$ cat config.mk
export PLATFORM = sky130hd
export DESIGN_NAME = sum_accumulator
export DESIGN_NICKNAME = d
export VERILOG_FILES = /design/src/rtl/sum_accumulator.sv
export SDC_FILE = /design/constraint.sdc
export NUM_CORES = 1
export LEC_CHECK = 0
export CORE_ASPECT_RATIO = 1.2
export CORE_MARGIN = 8
export CORE_UTILIZATION = 54
export DETAILED_ROUTE_END_ITERATION = 16
export PLACE_DENSITY_LB_ADDON = 0.25
export SETUP_SLACK_MARGIN = 0.4
export SLEW_MARGIN = 10
export SYNTH_ARGS = -nofsm -noshare
export SYNTH_HDL_FRONTEND = slang
export SYNTH_SLANG_ARGS = --single-unit
$ cat constraint.sdc
create_clock -name clk -period 2.9 [get_ports clk]
set_clock_uncertainty 0.15 [all_clocks]
set_input_delay 0.725 -clock clk [delete_from_list [all_inputs] [get_ports clk]]
set_output_delay 0.725 -clock clk [all_outputs]
set_load 0.02 [all_outputs]
$ cat src/rtl/sum_accumulator.sv
// sum_accumulator: buffers 9-bit adder results in a small FIFO and folds each one
// into a 16-bit running accumulator using a two-cycle, byte-serial add engine.
module sum_accumulator #(
    parameter int unsigned DEPTH = 4
) (
    input  logic        clk,
    input  logic        rst,
    input  logic        in_valid,
    output logic        in_ready,
    input  logic [8:0]  in_sum,
    input  logic        clear,
    input  logic        byte_sel,
    output logic [15:0] acc,
    output logic [7:0]  count,
    output logic        overflow,
    output logic        busy,
    output logic [7:0]  byte_out
);

    localparam int unsigned AW = $clog2(DEPTH);
    localparam logic [AW:0] PtrOne = (AW + 1)'(1);

    typedef enum logic [1:0] {
        StIdle,
        StAddLo,
        StAddHi
    } state_e;

    state_e      state_q, state_d;
    logic [8:0]  mem_q [DEPTH];
    // Extra MSB on each pointer tells full from empty when the index bits match.
    logic [AW:0] wr_ptr_q, wr_ptr_d;
    logic [AW:0] rd_ptr_q, rd_ptr_d;
    logic [8:0]  op_q, op_d;
    logic        c_q, c_d;
    logic [15:0] acc_q, acc_d;
    logic [7:0]  count_q, count_d;
    logic        ovf_q, ovf_d;

    logic        full, empty, push, pop, flush;
    logic [8:0]  lo_sum, hi_sum;

    // rst behaves exactly like clear for everything in the block.
    assign flush = rst | clear;
    assign empty = (wr_ptr_q == rd_ptr_q);
    assign full  = (wr_ptr_q[AW] != rd_ptr_q[AW]) &&
                   (wr_ptr_q[AW-1:0] == rd_ptr_q[AW-1:0]);

    // Registered-state only, so a same-cycle pop never re-opens a full FIFO.
    assign in_ready = !full;
    assign push     = in_valid && !full && !flush;

    // Byte-serial halves of the ripple add; the low carry is held in c between cycles.
    assign lo_sum = {1'b0, acc_q[7:0]} + {1'b0, op_q[7:0]};
    assign hi_sum = {1'b0, acc_q[15:8]} + {8'd0, op_q[8]} + {8'd0, c_q};

    assign acc      = acc_q;
    assign count    = count_q;
    assign overflow = ovf_q;
    assign busy     = !empty || (state_q != StIdle);
    assign byte_out = byte_sel ? acc_q[15:8] : acc_q[7:0];

    // Next-state for the FSM, FIFO pointers and accumulator datapath; flush wins last.
    always_comb begin
        state_d  = state_q;
        op_d     = op_q;
        c_d      = c_q;
        acc_d    = acc_q;
        count_d  = count_q;
        ovf_d    = ovf_q;
        pop      = 1'b0;
        wr_ptr_d = wr_ptr_q;
        rd_ptr_d = rd_ptr_q;

        unique case (state_q)
            StIdle: begin
                if (!empty) begin
                    pop     = 1'b1;
                    op_d    = mem_q[rd_ptr_q[AW-1:0]];
                    state_d = StAddLo;
                end
            end
            StAddLo: begin
                {c_d, acc_d[7:0]} = lo_sum;
                state_d           = StAddHi;
            end
            StAddHi: begin
                acc_d[15:8] = hi_sum[7:0];
                if (hi_sum[8]) begin
                    ovf_d = 1'b1;
                end
                if (count_q != 8'hFF) begin
                    count_d = count_q + 8'd1;
                end
                state_d = StIdle;
            end
            default: state_d = StIdle;
        endcase

        if (push) begin
            wr_ptr_d = wr_ptr_q + PtrOne;
        end
        if (pop) begin
            rd_ptr_d = rd_ptr_q + PtrOne;
        end

        if (flush) begin
            state_d  = StIdle;
            op_d     = '0;
            c_d      = 1'b0;
            acc_d    = '0;
            count_d  = '0;
            ovf_d    = 1'b0;
            wr_ptr_d = '0;
            rd_ptr_d = '0;
        end
    end

    // State, pointer and datapath registers with synchronous reset.
    always_ff @(posedge clk) begin
        if (rst) begin
            state_q  <= StIdle;
            op_q     <= '0;
            c_q      <= 1'b0;
            acc_q    <= '0;
            count_q  <= '0;
            ovf_q    <= 1'b0;
            wr_ptr_q <= '0;
            rd_ptr_q <= '0;
        end else begin
            state_q  <= state_d;
            op_q     <= op_d;
            c_q      <= c_d;
            acc_q    <= acc_d;
            count_q  <= count_d;
            ovf_q    <= ovf_d;
            wr_ptr_q <= wr_ptr_d;
            rd_ptr_q <= rd_ptr_d;
        end
    end

    // FIFO storage; contents need no reset since the pointers define validity.
    always_ff @(posedge clk) begin
        if (push) begin
            mem_q[wr_ptr_q[AW-1:0]] <= in_sum;
        end
    end

endmodule
## After elaboration in Yosys (flattened, before gate mapping)

Memory sizes are Yosys's and may differ from the RTL's. A register that Yosys moved wholly into a read port is not among the register bits.
Index checks and enable logic that the tools add are counted.

| storage, ports and cells | value |
|---|---|
| bits in registers | 34 |
| output and inout bits | 35 |
| RAM bits | 36 |
| bits of input ports | 14 |
| word-level logic and storage cells | 44 |
| memories kept | 1 |

| operators by class | value |
|---|---|
| reduce and logical (&&, ||, !) cells | 13 |
| $add $sub $neg | 6 |
| eq/ne operators | 7 |
| bitwise operators | 2 |
| mux-type cells | 7 |

Memories:

| memory | words | bits a word | read ports | clocked after Yosys merged registers in | wr ports | RTL line | RTL |
|---|---|---|---|---|---|---|---|
| mem_q | 4 | 9 | 1 | 1 | 1 | 30 | `logic [8:0] mem_q [DEPTH];` |

Operators with widths:

| cell | number |
|---|---|
| adder 8 x 1 -> 9 bit | 1 |
| adder 8 x 8 -> 9 bit | 1 |
| adder 9 x 1 -> 9 bit | 1 |
| adder 8 x 1 -> 8 bit, second input constant | 1 |
| two-way mux 8 bit | 1 |
| inequality test 8 bit, second input constant | 1 |
| adder 3 x 1 -> 3 bit, second input constant | 2 |
| AND reduction 2 bit | 3 |
| two-way mux 1 bit | 4 |
| case mux 2 bit (2 select lines) | 1 |
| == test 3 bit | 1 |
| logical AND 1 bit | 3 |
| logical NOT 1 bit | 3 |
| == test 2 x 1 -> 1 bit, second input constant | 1 |
| == test 2 bit | 1 |
| == test 2 bit, second input constant | 1 |
| logical NOT 2 bit | 1 |
| two-way mux 2 bit | 1 |
| inequality test 2 bit, second input constant | 1 |
| nonzero test 2 bit | 1 |
| OR reduction 2 bit | 1 |
| logical OR 1 bit | 1 |
| inequality test 1 bit | 1 |
| NOT 1 bit | 1 |
| bitwise OR 1 bit | 1 |

## Longest topological paths before layout

Gate-level depths: netlist (run 1).

| logic depth | value |
|---|---|
| depth after elaboration | 7 |
| gate-level depth with buffers | 8 |
| gate-level depth less buffers | 8 |

## Worst setup path after synthesis (run 1)

No wires, ideal clock.

| timing | value |
|---|---|
| kind | input port to output port |
| start | input port byte_sel |
| end | output port byte_out[0] |
| stages | 2 |
| required time | 2.025 ns |
| slack | 0.609 ns |
| buffers on the path | 1 |
| arrival time | 1.416 ns |
| cells stage by stage | clkbuf_1 mux2_2 |

| on the way | value |
|---|---|
| cells in the longest elaborated chain, start to end | 1 |

Ends and longest elaborated chain:

| what | RTL line | RTL |
|---|---|---|
| start, declared | 12 | `input logic byte_sel,` |
| two-way mux 8 bit | 61 | `assign byte_out = byte_sel ? acc_q[15:8] : acc_q[7:0];` |
| end, declared | 17 | `output logic [7:0] byte_out` |

No other way between the ends.

## Worst setup path after layout (run 1)

| timing | value |
|---|---|
| start | input port byte_sel |
| end | output port byte_out[3] |

Same word-level chain as after synthesis.

==> out/metrics.cfg, run 1 <==
[clock_tree]
cts_setup_buffers=0
cts_sinks=79
cts_buffer_depth=2
insertion_delay_ns=0.34
clockRootBuffer=clkbuf_8
cts_max_level=3
cts_buffers=9
cts_tree=done
path_clk_slew_ns=0.08

[logic_synthesis]
yosys_warnings=0
yosys-top-cells-area=edfxtp_1 30%, dfxtp_1 24%, mux4_2 5.7%, ha_1 5.3%, nor2_1 3.3%
synth_nets=343
synth-edff-count=36
yosysMostFrequentCell=dfxtp_1
ys_ff_latch=79
synth-main-ff-cell=dfxtp_1
synth_top_area_share_pct=30.3
synth_seq_area_share_pct=54.4
synth_area_um2=3570
ys_top_cells_by_count=43 x dfxtp_1, 36 x edfxtp_1, 31 x nor2_1, 29 x nand2_1, 17 x nand3_1
synthCells=312
synth-async-reset-ratio_pct=0
synth.largest_area_cell=edfxtp_1
synthDistinctLibCells=45
avgSynthCellArea_um2=11.4

[timing]
rsz0062_at_grt=false
slew_viol_final=0
fin_tns_setup_ns=0
slew_headroom_pct=52.0
timing.hold.ws_ns=0.311
setup_viol=0
final-hold-violation-count=0
final.period_utilization_pct=83.6
setup_slack_ns=0.475
fmax_mhz=412
period_needed_ns=2.42
worst_pin_slew_ns=0.718

[power_and_ir_drop]
switching_share_pct=20.8
p_per_area_nw_per_um2=515
seqPwrFrac_pct=51.9
intPower_mw=1.81
peakVddDrop_mv=0.555
p_sw_mw=0.475
power.leakage_nw=1.60
p_comb_share_pct=5.6
power_frac_clock_pct=42.5

[finish]
layout-drive-gt1-share_pct=15.8
n_fill_cell=461
utilization_pct=69.1
diodes=0
areaGrowthSynthToFinish_pct=24.1
fin_nets=393

[drt]
drc_errors=0
postRouteWirelength_um=6740
wl_per_cell_um=14.9
initialDrtViolationCount=125
first_pass_iters=4
via_count=2386
via_per_inst=5.28
antenna_left=0

[global_route]
grt_first_pass_wirelength_um=11600
overflow=0
antenna_found_initial=0
first_global_vias=2426
gr-usage-all-layers_pct=15.1
grt_max_degree=24

[critical_path]
path_max_fanout=8
crit_top_cell=buf_6
critPathLaunchType=input port
slowest_stage=mux2_4
r2r_slack_ns=0.67
worstSetupPathType=in2out
endpoint_kind=primary output
path_cells=dlygate4sd2_1 -> buf_6 -> mux2_4 -> buf_6
crit_required_ns=2.03
max_stage_delay_ns=0.30
crit_arrival_ns=1.55

[flow_run]
cap_violations=0

[die]
ios=49
core_um2=6410
die_h_um=105
start_util_pct=55.7
dieWidth_um=90.2
fp-row-count=32
die_area_um2=9480

[outcome]
status=finished clean

[placement]
post-place-ws_ns=-0.214
portBuffers=48
hpwlAfterDp_um=4800
routabilityCongestion=0.855

[min_path]
hp-class=reg2reg

area by class of cell:
| type | count | area, µm² | area share, % |
|---|---|---|---|
| timing repair buffer | 54 | 539 | 12.2 |
| inverter | 10 | 37.5 | 0.847 |
| clock inverter | 7 | 119 | 2.68 |
| sequential | 79 | 1940 | 43.9 |
| multi-input combinational | 208 | 1560 | 35.2 |
| clock buffer | 9 | 124 | 2.80 |
| tap | 85 | 106 | 2.40 |
power groups by stage:
stage               Combinational (mW)  Sequential (mW)  Clock (mW)
CTS                              0.130             1.18       0.993
detailed placement               0.128             1.21           0
global placement                 0.125             1.21           0
finish                           0.128             1.18       0.971
global route                     0.144             1.19        1.03
floorplan                       0.0852             1.21           0
metal layers:
metal / track usage, % / up-vias / wire [µm]
li1: - / 1215 / -
met1: 15.8 / 1110 / 2790
met2: 27.2 / 53 / 3540
met3: 5.01 / 8 / 337
met4: 5.96 / 0 / 79
met5: 0 / - / 0
worst paths after layout:
check | endpoint | start | cells past startpoint
worst max-delay path | byte_out[3] | byte_sel | 4
worst min-delay path | op_q[4] | op_q[4] | 2
worst max register to register | acc[6] | acc[0] | 7
worst min register to register | op_q[4] | op_q[4] | 2
logic make-up after synthesis:
| group | synth area share [%] |
|---|---|
| DFF | 54.4 |
| buffers and inverters | 3.12 |
| adders and majority gates | 6.38 |
| muxes | 8.77 |
| AOI/OAI and AO/OA | 7.47 |
| and+or+nand+nor | 14.0 |
| xor gates and xnor gates | 5.89 |
repair_timing:
| action | 4_1_cts | 5_1_grt |
|---|---|---|
| resized for setup | 62 | 1 |
| endpoints found under the setup margin | 10 | 1 |
| hold buffers | 0 | 0 |
flip-flops by register name (all words and copies together), names as in the netlist:
signal / flops
count: 8
state_q: 2
c_q: 1
overflow: 1
acc: 16
wr_ptr_q: 3
mem_q: 36
rd_ptr_q: 3
op_q: 9
layout by cell type (no fill, tap or decap), types with 8 or more instances in the layout:
cell type	synthesis	final
dfxtp_1	43	42
clkdlybuf4s50_1	0	37
edfxtp_1	36	36
nor2_1	31	31
nand2_1	29	29
nand3_1	17	17
ha_1	15	15
xor2_1	13	13
a21oi_1	13	13
inv_1	10	10
xnor2_1	11	9
mux4_2	9	9
o21ai_0	9	9
clkbuf_8	0	9
buf_6	1	9
mux2_4	0	8
per-stage QoR:
| step | cell area, µm² | power (mW) | std cells |
|---|---|---|---|
| floorplan | 3570 | 1.29 | 312 |
| global placement | 4130 | 1.33 | 436 |
| detailed placement | 4130 | 1.34 | 436 |
| CTS | 4430 | 2.31 | 452 |
| global route | 4430 | 2.36 | 452 |
| finish | 4430 | 2.28 | 452 |
critical path: cells and delay by family:
family | cells | cell delay (ns)
multiplexers | 1 | 0.30
buffers and inverters | 3 | 0.51
No activity file was read; power rests on OpenSTA's default activity.
==> run 2, diff against run 1 <==
--- a/config.mk
+++ b/config.mk
@@ -7,7 +7,7 @@
 export LEC_CHECK = 0
 export CORE_ASPECT_RATIO = 1.2
 export CORE_MARGIN = 8
-export CORE_UTILIZATION = 54
+export CORE_UTILIZATION = 49
 export DETAILED_ROUTE_END_ITERATION = 16
 export PLACE_DENSITY_LB_ADDON = 0.25
 export SETUP_SLACK_MARGIN = 0.4
==> constraint.sdc (replaced) <==
create_clock -name clk -period 2.2 [get_ports clk]
set_clock_uncertainty 0.15 [all_clocks]
set_input_delay 0.55 -clock clk [delete_from_list [all_inputs] [get_ports clk]]
set_output_delay 0.55 -clock clk [all_outputs]
set_load 0.02 [all_outputs]
==> run 2 against run 1 <==
Against the previous run: cell count increased by 4.9%; wire length rose by 7.2%; first-iteration DRC count decreased by 14%; clock power grew 4%; sequential share of layout area down 1.6 points; total power grew 21%; count of clock-buffer cells in the layout unchanged; sequential power increased by 31%; hold slack improved by 0.014 ns; largest power group unchanged; worst setup slack got worse by 0.32 ns; critical path depth unchanged; die area increased by 8.5%.
==> out/metrics.cfg, run 2 (synthesized netlist as in run 1, its figures left out) <==
[outcome]
status=finished clean

[drt]
drc_errors=0  ; unchanged
wl_per_cell_um=15.2  ; +2.3%
first_pass_iters=5  ; +1
via_count=2515  ; +5.4%
postRouteWirelength_um=7230  ; +7.2%
initialDrtViolationCount=108  ; -14%
antenna_left=0  ; unchanged
via_per_inst=5.31  ; +0.51%

[critical_path]
cp_top_family=flip-flops
path_max_fanout=3  ; -5
path_cells=xnor2_4 -> buf_6 -> nand4_1 -> buf_6
path_buf_inv=2  ; -1
crit_required_ns=1.50  ; -0.53 ns
crit_arrival_ns=1.34  ; -0.21 ns
endpoint_kind=primary output
worstSetupPathType=reg2out
critPathLaunchType=flip-flop
slowest_stage=dfxtp_4
max_stage_delay_ns=0.37  ; +0.07 ns
crit_top_cell=buf_6

[finish]
n_fill_cell=546  ; +18%
largest_register_ffs=36  ; unchanged
diodes=0  ; unchanged
mostFrequentLayoutCell=edfxtp_1
mostFrequentLayoutCells=36 x edfxtp_1, 30 x nor2_1, 29 x nand2_1, 21 x dfxtp_1, 21 x buf_4
areaGrowthSynthToFinish_pct=32.2
fin_nets=410  ; +4.3%
layout-drive-gt1-share_pct=37.0  ; +21 points
utilization_pct=66.0  ; -3.1 points
multi_input_area_um2=1740  ; +12%
register_area_um2=1990  ; +2.6%

[clock_tree]
cts_sinks=79  ; unchanged
cts_buffer_depth=2  ; unchanged
cts_buffers=9  ; unchanged
cts_max_level=3  ; unchanged
clockRootBuffer=clkbuf_8
path_clk_slew_ns=0.08  ; about the same
cts_hold_buf=0  ; unchanged
insertion_delay_ns=0.35  ; about the same
cts_tree=done

[min_path]
hp-class=reg2reg

[timing]
fin_tns_setup_ns=0  ; unchanged
final-hold-violation-count=0  ; unchanged
slew_viol_final=0  ; unchanged
final.period_utilization_pct=92.7
fmax_mhz=490
setup_viol=0  ; unchanged
slew_headroom_pct=72.8  ; +21 points
period_needed_ns=2.04
rsz0062_at_grt=true
worst_pin_slew_ns=0.408  ; -0.310 ns

[power_and_ir_drop]
peakVddDrop_mv=0.482  ; -13%
p_per_area_nw_per_um2=585  ; +14%
power.leakage_nw=1.69  ; +6.0%

[die]
core_um2=7150  ; +12%
start_util_pct=49.9  ; -5.8 points
dieWidth_um=93.9  ; +4.1%
die_area_um2=10300  ; +8.5%
die_h_um=109  ; +4.2%
ios=49  ; unchanged
fp-row-count=34  ; +6.3%

[global_route]
overflow=0  ; unchanged
grt_max_degree=24  ; unchanged
antenna_found_initial=0  ; unchanged
grt_first_pass_wirelength_um=11500  ; -0.83%
first_global_vias=2476  ; +2.1%
gr-usage-all-layers_pct=14.2  ; -0.82 points

[flow_run]
cap_violations=0  ; unchanged

[placement]
routabilityCongestion=0.843  ; -1.4%
portBuffers=48  ; unchanged
hpwlAfterDp_um=4960  ; +3.3%

run 2: changes by cell type in the layout (fill, tap and decap cells not counted), sizes merged:
| cell | change |
|---|---|
| dlymetal6s2s | -1 |
| clkdlybuf4s50 | -25 |
| buf | +21 |
| clkinvlp | +1 |
| inv | +2 |
| clkdlybuf4s15 | +13 |
| bufinv | -3 |
| clkbuf | +9 |
run 2: worst paths after layout:
path,start,endpoint,slack (ns),cells past startpoint
worst max-delay path,rd_ptr_q[0],busy,0.16,4
worst min-delay path,overflow,overflow,0.33,2
worst max register to register,acc[0],acc[6],0.22,7
worst min register to register,overflow,overflow,0.33,2
run 2: final cells by class:
| type | instances | share of cell area (%) |
|---|---|---|
| flip-flops and latches | 79 | 42.3 |
| multi-input cells | 208 | 36.9 |
| repair buffers | 71 | 13.7 |
| clock buffers | 9 | 2.63 |
| well taps | 90 | 2.39 |
| clock inverters | 7 | 1.30 |
| inverters | 10 | 0.849 |
run 2: routing by layer:
layer	wire (µm)	track usage (%)
met1	2940	14.7
met2	3810	26.3
met3	398	4.03
met4	84	6.13
met5	0	0
run 2: worst register-to-register path, cell delays in order, from the launching register on:
cell	delay, ns
dfxtp_4	0.35
ha_4	0.16
fa_2	0.34
a21o_1	0.21
a2111oi_4	0.37
xnor2_1	0.15
nand2_1	0.06
a21oi_1	0.10
run 2: report_power, final:
| group | total (mW) | internal [mW] | switching, mW | leakage, nW |
|---|---|---|---|---|
| sequential | 1.55 | 1.54 | 0.0125 | 0.686 |
| clock | 1.01 | 0.431 | 0.575 | 0.0888 |
| combinational | 0.202 | 0.0985 | 0.104 | 0.916 |
run 2: what timing repair did:
item	CTS	global route
hold endpoints to repair	0	0
pin swaps	12	17
setup buffers	8	4
gates resized for setup	149	45
endpoints found under the setup margin	77	78
cloned	0	0
run 2: per-stage QoR:
stage / power [mW] / instance area [µm²] / instances / worst slack, ns / hold WS, ns
after floorplan: 1.71 / 3650 / 312 / 0.296 / 0.290
after global placement: 1.76 / 4260 / 446 / -0.563 / 0.300
after detailed placement: 1.77 / 4260 / 446 / -0.567 / 0.305
after CTS: 2.77 / 4600 / 470 / 0.177 / 0.321
after global routing: 2.86 / 4720 / 474 / 0.0948 / 0.365
final: 2.76 / 4720 / 474 / 0.160 / 0.325
